==> config.mk <==
export PLATFORM = sky130hd
export DESIGN_NAME = instruction_loader
export DESIGN_NICKNAME = d
export VERILOG_FILES = /design/src/rtl/instruction_loader_pkg.sv /design/src/rtl/inst_beat_packer.sv /design/src/rtl/instruction_loader.sv
export SDC_FILE = /design/constraint.sdc
export NUM_CORES = 1
export LEC_CHECK = 0
export BUFFER_PORTS_ARGS = -buffer_cell sky130_fd_sc_hd__buf_2
export CAP_MARGIN = 20
export CORE_ASPECT_RATIO = 0.5
export CORE_MARGIN = 2
export CORE_UTILIZATION = 57
export CTS_BUF_LIST = sky130_fd_sc_hd__clkbuf_2 sky130_fd_sc_hd__clkbuf_4 sky130_fd_sc_hd__clkbuf_8
export CTS_CLUSTER_SIZE = 30
export DETAILED_ROUTE_END_ITERATION = 7
export PLACE_DENSITY_LB_ADDON = 0.2
export SLEW_MARGIN = 20
export SYNTH_ARGS = -nofsm -noshare
export SYNTH_HDL_FRONTEND = slang
export SYNTH_SLANG_ARGS = --single-unit
export TNS_END_PERCENT = 1
==> constraint.sdc <==
create_clock -name clk -period 5.5 [get_ports clk]
set_input_delay 0.275 -clock clk [delete_from_list [all_inputs] [get_ports clk]]
set_output_delay 0.275 -clock clk [all_outputs]
set_load 0.02 [all_outputs]
==> src/rtl/instruction_loader_pkg.sv <==
`default_nettype none
// +----------------------------------------------------------------------------+
// | instruction_loader_pkg : shared types and sizing for the IMEM loader        |
// | Rev 1.0                                                                     |
// +----------------------------------------------------------------------------+
package instruction_loader_pkg;

  typedef enum logic [1:0] {
    LD_IDLE = 2'd0,
    LD_LOAD = 2'd1,
    LD_DONE = 2'd2
  } loader_state_t;

  function automatic int ld_beats(input int dw, input int bw);
    return (dw + bw - 1) / bw;
  endfunction

  localparam int LD_DW    = 64;
  localparam int LD_BW    = 32;
  localparam int LD_BEATS = ld_beats(LD_DW, LD_BW);

endpackage
`default_nettype wire

==> src/rtl/inst_beat_packer.sv <==
`default_nettype none
// +----------------------------------------------------------------------------+
// | inst_beat_packer : little-endian packing of host beats into one instruction |
// | Rev 1.0                                                                     |
// +----------------------------------------------------------------------------+
module inst_beat_packer
  import instruction_loader_pkg::*;
#(
  parameter int DW    = LD_DW,
  parameter int BW    = LD_BW,
  parameter int BEATS = LD_BEATS
) (
  input  logic          clk,
  input  logic          rst_n,
  input  logic          clr,
  input  logic          accept,
  input  logic [BW-1:0] in_data,
  output logic          word_valid,
  output logic [DW-1:0] word
);

  generate
    if (BEATS == 1) begin : g_single
      assign word_valid = accept;
      assign word       = in_data[DW-1:0];
    end else begin : g_multi
      localparam int            IW     = $clog2(BEATS);
      localparam logic [IW-1:0] c_last = IW'(BEATS - 1);

      logic [IW-1:0]           r_idx;
      logic [(BEATS-1)*BW-1:0] r_buf;
      logic [BEATS*BW-1:0]     w_full;

      // The final beat is never stored: it is merged combinationally on the fly.
      assign w_full     = {in_data, r_buf};
      assign word_valid = accept && (r_idx == c_last);
      assign word       = w_full[DW-1:0];

      always_ff @(posedge clk or negedge rst_n) begin
        if (!rst_n) begin
          r_idx <= '0;
          r_buf <= '0;
        end else if (clr) begin
          r_idx <= '0;
        end else if (accept) begin
          if (r_idx == c_last) begin
            r_idx <= '0;
          end else begin
            r_buf[r_idx*BW +: BW] <= in_data;
            r_idx                 <= r_idx + IW'(1);
          end
        end
      end
    end
  endgenerate

endmodule
`default_nettype wire

==> src/rtl/instruction_loader.sv <==
`default_nettype none
// +----------------------------------------------------------------------------+
// | instruction_loader : host beat stream -> packed IMEM writes + live count    |
// | Rev 1.0                                                                     |
// +----------------------------------------------------------------------------+
module instruction_loader
  import instruction_loader_pkg::*;
#(
  parameter int DW = LD_DW,
  parameter int BW = LD_BW,
  parameter int AW = 8,
  parameter int NW = 256
) (
  input  logic          clk,
  input  logic          rst_n,
  input  logic          start,
  input  logic [AW-1:0] num_instr,
  input  logic [BW-1:0] in_data,
  input  logic          in_valid,
  output logic          in_ready,
  output logic          mem_cen,
  output logic          mem_gwen,
  output logic [DW-1:0] mem_wen,
  output logic [AW-1:0] mem_a,
  output logic [DW-1:0] mem_d,
  output logic [AW-1:0] instruction_count,
  output logic          busy,
  output logic          load_done
);

  localparam int            BEATS       = ld_beats(DW, BW);
  localparam logic [AW-1:0] c_max_instr = ((2**AW - 1) < NW) ? AW'(2**AW - 1) : AW'(NW);

  loader_state_t r_state;
  logic [AW-1:0] r_num;
  logic [AW-1:0] r_accepted;
  logic [AW-1:0] r_count;

  logic          w_start_ok;
  logic          w_accept;
  logic          w_word_valid;
  logic [DW-1:0] w_word;
  logic [AW-1:0] w_num_clamped;
  logic [AW-1:0] w_wr_addr;

  assign w_start_ok        = start && (r_state != LD_LOAD);
  assign w_accept          = in_valid && in_ready;
  assign in_ready          = (r_state == LD_LOAD) && (r_accepted < r_num);
  assign busy              = (r_state == LD_LOAD);
  assign load_done         = (r_state == LD_DONE);
  assign instruction_count = r_count;
  assign w_num_clamped     = (num_instr > c_max_instr) ? c_max_instr : num_instr;
  // A write still in flight bumps the pointer on this same edge, so aim past it.
  assign w_wr_addr         = mem_cen ? r_count : r_count + AW'(1);

  inst_beat_packer #(
    .DW    (DW),
    .BW    (BW),
    .BEATS (BEATS)
  ) u_packer (
    .clk        (clk),
    .rst_n      (rst_n),
    .clr        (w_start_ok),
    .accept     (w_accept),
    .in_data    (in_data),
    .word_valid (w_word_valid),
    .word       (w_word)
  );

  always_ff @(posedge clk or negedge rst_n) begin
    if (!rst_n) begin
      r_state    <= LD_IDLE;
      r_num      <= '0;
      r_accepted <= '0;
      r_count    <= '0;
      mem_cen    <= 1'b1;
      mem_gwen   <= 1'b1;
      mem_wen    <= '1;
      mem_a      <= '0;
      mem_d      <= '0;
    end else begin
      mem_cen  <= 1'b1;
      mem_gwen <= 1'b1;
      mem_wen  <= '1;
      // Count trails the write by one cycle so readers never outrun IMEM.
      if (!mem_cen) begin
        r_count <= r_count + AW'(1);
      end
      case (r_state)
        LD_LOAD: begin
          if (w_word_valid) begin
            r_accepted <= r_accepted + AW'(1);
            mem_cen    <= 1'b0;
            mem_gwen   <= 1'b0;
            mem_wen    <= '0;
            mem_a      <= w_wr_addr;
            mem_d      <= w_word;
          end
          if (r_count == r_num) begin
            r_state <= LD_DONE;
          end
        end
        default: begin
          if (start) begin
            r_num      <= w_num_clamped;
            r_accepted <= '0;
            r_count    <= '0;
            r_state    <= (num_instr == '0) ? LD_DONE : LD_LOAD;
          end
        end
      endcase
    end
  end

endmodule
`default_nettype wire

==> flow_summary.html <==
<table>
<tr><th>Metric</th><th>Value</th></tr>
<tr><th colspan="2">STA</th></tr>
<tr><td>Maximum frequency from static timing analysis</td><td>344 MHz</td></tr>
<tr><td>Portion of the clock cycle consumed by the worst path in the final layout</td><td>52.8%</td></tr>
<tr><td>RSZ-0062 raised after global routing</td><td>no</td></tr>
<tr><td>Final Hold Slack</td><td>0.0519 ns</td></tr>
<tr><td>Worst Skew</td><td>0.0132 ns</td></tr>
<tr><td>Pins over their slew limit</td><td>0</td></tr>
<tr><td># setup viols final</td><td>0</td></tr>
<tr><td>Worst Max-Slew Pin Slew</td><td>1.10 ns</td></tr>
<tr><td>Number of failing hold endpoints at the final stage</td><td>0</td></tr>
<tr><td>Post-layout min period</td><td>2.90 ns</td></tr>
<tr><td>Headroom to the max-slew limit</td><td>26.7%</td></tr>
<tr><td>Final setup TNS</td><td>0 ns</td></tr>
<tr><th colspan="2">Floorplan</th></tr>
<tr><td># IOs</td><td>193</td></tr>
<tr><td>Initial standard-cell utilization of the core</td><td>59.0%</td></tr>
<tr><td>Core area</td><td>10200 µm²</td></tr>
<tr><td>Die height</td><td>76.8 µm</td></tr>
<tr><td>Number of core rows</td><td>26</td></tr>
<tr><td>Die area</td><td>11500 µm²</td></tr>
<tr><td>Horizontal die dimension</td><td>150 µm</td></tr>
<tr><th colspan="2">Clock tree</th></tr>
<tr><td>Resized cells post-CTS</td><td>0</td></tr>
<tr><td>Largest buffer count on any clock path</td><td>2</td></tr>
<tr><td>H-tree Lvls</td><td>4</td></tr>
<tr><td>TritonCTS clock tree</td><td>done</td></tr>
<tr><td>Number of sinks on the clock net</td><td>132</td></tr>
<tr><td>Number of buffers inserted during clock tree synthesis</td><td>17</td></tr>
<tr><td>Worst-skew pair later-pin latency</td><td>0.44 ns</td></tr>
<tr><td>Clock Tree Root</td><td>clkbuf_8</td></tr>
<tr><td>Register clock-pin slew on the reported worst setup and hold paths</td><td>0.09 ns</td></tr>
<tr><th colspan="2">Pwr</th></tr>
<tr><td>Switching Power</td><td>1.50 mW</td></tr>
<tr><td>Cell area power density</td><td>570 nW/µm²</td></tr>
<tr><td>Power Internal</td><td>2.48 mW</td></tr>
<tr><td>Worst-case vdd ir drop</td><td>0.356 mV</td></tr>
<tr><td>Relative contribution of sequential cells to total power</td><td>40.3%</td></tr>
<tr><td>Switching share of total power</td><td>37.7%</td></tr>
<tr><td>Combinational share of power</td><td>39.4%</td></tr>
<tr><td>Leakage power summed over all cells</td><td>3.47 nW</td></tr>
<tr><td>Part of the total power dissipated in the clock network</td><td>20.3%</td></tr>
<tr><th colspan="2">Layout</th></tr>
<tr><td>Most frequent cells in the layout</td><td>buf_2 (191), dfrtp_1 (131), mux2_2 (64), mux2_4 (32), nand2_1 (28)</td></tr>
<tr><td>Final instance area</td><td>6990 µm²</td></tr>
<tr><td>Multi-input logic area</td><td>2070 µm²</td></tr>
<tr><td>Storage cell area</td><td>3300 µm²</td></tr>
<tr><td>Fraction of layout instances using a drive strength above 1</td><td>54.8%</td></tr>
<tr><td>Layout overhead on the synthesized area</td><td>15.6%</td></tr>
<tr><td>Ant. Diodes</td><td>0</td></tr>
<tr><td>Fillers</td><td>761</td></tr>
<tr><td>Number of nets in the layout</td><td>644</td></tr>
<tr><td>Leading cell type in the layout, fill and taps excluded</td><td>buf_2</td></tr>
<tr><th colspan="2">Placed design</th></tr>
<tr><td>Final weighted congestion in routability-driven placement</td><td>0.767</td></tr>
<tr><td>Dpl cell area</td><td>6560 µm²</td></tr>
<tr><td>HPWL Detailed</td><td>7440 µm</td></tr>
<tr><td># port buffers</td><td>192</td></tr>
<tr><th colspan="2">Synthesis</th></tr>
<tr><td>Post-synthesis sequential area ratio</td><td>54.7%</td></tr>
<tr><td>Total number of yosys warnings</td><td>0</td></tr>
<tr><td>Total nets after synthesis</td><td>513</td></tr>
<tr><td>FF+latch count, synth</td><td>132</td></tr>
<tr><td>Post-synthesis instance area</td><td>6040 µm²</td></tr>
<tr><td>Number of distinct standard cells referenced by the synthesized netlist</td><td>40</td></tr>
<tr><td>Number of instances in the synthesized netlist</td><td>460</td></tr>
<tr><td>Per-instance average area after synthesis</td><td>13.1 µm²</td></tr>
<tr><th colspan="2">Global routing</th></tr>
<tr><td>Initial antenna violation count</td><td>0</td></tr>
<tr><td>Overall routing resource usage</td><td>20.3%</td></tr>
<tr><td>Maximum number of pins on one net before global-route repair</td><td>98</td></tr>
<tr><td>First-pass GRT wire length</td><td>17900 µm</td></tr>
<tr><td>Overflow left after global routing</td><td>0</td></tr>
<tr><td>Via count of the first global-routing pass</td><td>3497</td></tr>
<tr><th colspan="2">Setup path</th></tr>
<tr><td>Buf+Inv Stages, Crit Path</td><td>0</td></tr>
<tr><td>Slowest stage delay, CP</td><td>0.94 ns</td></tr>
<tr><td>CP Data Required Time</td><td>5.83 ns</td></tr>
<tr><td>Maximum fanout count along the critical path</td><td>32</td></tr>
<tr><td>Slowest cell on crit path</td><td>and2b_2</td></tr>
<tr><td>Cells on worst reg2reg path</td><td>6</td></tr>
<tr><td>Crit path arrival time</td><td>3.23 ns</td></tr>
<tr><td>Startpoint type of the worst setup path</td><td>register</td></tr>
<tr><td>Crit Reg-Reg Endpoint</td><td>u_packer.g_multi.r_buf[31]</td></tr>
<tr><td>Critical Path, Cell by Cell</td><td>ha_1, a211oi_2, o21ai_2, a211oi_2, and2b_2, mux2_2</td></tr>
<tr><td>Worst path top cell family by delay</td><td>simple AND/OR/NAND/NOR gates</td></tr>
<tr><td>Crit Path Class</td><td>register to register</td></tr>
<tr><td>Cell mode on critical path</td><td>a211oi_2</td></tr>
<tr><td>R2r setup slk</td><td>2.60 ns</td></tr>
<tr><td>Reg-to-reg critical path startpoint</td><td>r_accepted[2]</td></tr>
<tr><td>Kind of capture point of the worst setup path</td><td>register</td></tr>
<tr><th colspan="2">Outcome</th></tr>
<tr><td>Outcome</td><td>finished clean</td></tr>
<tr><th colspan="2">Min path</th></tr>
<tr><td>Hold path cells</td><td>3</td></tr>
<tr><td>Hold path endpoint</td><td>r_num[0]</td></tr>
<tr><td>Worst hold path class</td><td>input port to register</td></tr>
<tr><td>Hold path start</td><td>num_instr[0]</td></tr>
<tr><th colspan="2">Route</th></tr>
<tr><td>First DRT Iteration DRCs</td><td>223</td></tr>
<tr><td>Post-detailed-route count of antenna-violating nets</td><td>0</td></tr>
<tr><td>Post-detailed-route wirelength per cell</td><td>15.1 µm</td></tr>
<tr><td>Via count normalized by instance count</td><td>4.99</td></tr>
<tr><td>Detailed-route via count</td><td>3714</td></tr>
<tr><td>Drt pass-1 iters</td><td>4</td></tr>
<tr><td>Final wirelength</td><td>11200 µm</td></tr>
<tr><td>Total DRC errors in the routed layout</td><td>0</td></tr>
<tr><th colspan="2">Job</th></tr>
<tr><td>Max_cap viols</td><td>0</td></tr>
</table>
[layout make-up]
| class | count | share of cell area [%] |
|---|---|---|
| inverter | 9 | 0.484 |
| multi-input combinational | 235 | 29.6 |
| tap | 140 | 2.51 |
| sequential | 132 | 47.3 |
| clock buffer | 18 | 3.55 |
| clock inverter | 14 | 2.04 |
| timing repair buffer | 196 | 14.5 |
[power groups by stage]
| stage | combinational (mW) | sequential (mW) | clock (mW) |
|---|---|---|---|
| 6_report | 1.57 | 1.60 | 0.807 |
| 5_1_grt | 1.68 | 1.66 | 0.873 |
| 4_1_cts | 1.58 | 1.61 | 0.827 |
| 3_5_place_dp | 1.57 | 1.62 | 0 |
| 3_3_place_gp | 1.54 | 1.60 | 0 |
| 2_1_floorplan | 0.926 | 1.88 | 0 |
[worst min-delay path: cells and delay by family]
family        cells  cell delay [ns]
buf+inv           1             0.09
simple gates      2             0.09
[cells by family (layout without fill, tap and decap cells)]
group,Yosys count,in the layout,share of synthesized area [%]
AOI/OAI and AO/OA,37,37,3.87
xor gates and xnor gates,18,18,2.61
adders and majority gates,9,9,1.86
buffers and inverters,93,237,11.2
DFF,132,132,54.7
muxes,97,97,20.0
and+or+nand+nor,74,74,5.67
[sequential cells by signal, summed over array words and instances (netlist names)]
signal / cells
r_state: 2
mem_d: 64
u_packer.g_multi.r_idx: 1
mem_a: 8
mem_wen: 1
u_packer.g_multi.r_buf: 32
instruction_count: 8
r_accepted: 8
r_num: 8
[worst max path at each step]
stage / from / endpoint / slack [ns] / cells past startpoint
detailed placement: r_accepted[2] / u_packer.g_multi.r_buf[31] / 2.59 / 6
floorplan: r_accepted[2] / u_packer.g_multi.r_buf[10] / 3.34 / 8
global placement: r_accepted[2] / u_packer.g_multi.r_buf[31] / 2.68 / 6
global route: r_num[2] / u_packer.g_multi.r_buf[31] / 2.46 / 7
CTS: r_accepted[2] / u_packer.g_multi.r_buf[31] / 2.59 / 6
finish: r_accepted[2] / u_packer.g_multi.r_buf[31] / 2.60 / 6
[metrics by stage]
| step | power, mW | worst slack (ns) | cells | util [%] |
|---|---|---|---|---|
| 5_1_grt | 4.22 | 2.46 | 744 | 68.2 |
| 3_5_place_dp | 3.19 | 2.59 | 710 | 64.0 |
| 6_report | 3.98 | 2.60 | 744 | 68.2 |
| 4_1_cts | 4.02 | 2.59 | 743 | 67.9 |
| 3_3_place_gp | 3.14 | 2.68 | 710 | 64.0 |
| 2_1_floorplan | 2.81 | 3.34 | 460 | - |
[Yosys cell counts (all sizes together)]
library cell	n	area share, %
nand3	9	0.75
dfstp	1	0.43
a31oi	1	0.10
nor3b	2	0.25
and2	1	0.10
nand2b	1	0.10
a211o	4	0.58
and2b	2	0.25
or2	1	0.10
o21ai	20	1.7
nor4	3	0.31
clkbuf	3	0.19
mux2i	1	0.17
nand4	1	0.10
nand2	28	1.7
ha	9	1.9
nand4b	1	0.14
xnor2	11	1.6
dfrtp	131	54
o211ai	1	0.12
a21oi	5	0.41
nor3	3	0.25
buf	81	10
nor2b	3	0.31
a21o	2	0.25
mux2	96	20
o2111ai	1	0.14
inv	9	0.56
xor2	7	1.0
and3	1	0.10
a211oi	3	0.54
nor2	18	1.2
[metal layers]
| metal | track usage, % | up-vias | wire, µm |
|---|---|---|---|
| met2 | 31.2 | 127 | 5260 |
| met3 | 6.79 | 10 | 776 |
| met1 | 27.2 | 1816 | 5110 |
| met4 | 7.14 | 0 | 94 |
| li1 | - | 1761 | - |
| met5 | 0 | - | 0 |
[repair_timing]
item | CTS | global route
hold endpoints to repair | 68 | 0
hold buffers | 1 | 0
buffers inserted | 0 | 0
No activity file was read; power rests on OpenSTA's default activity.
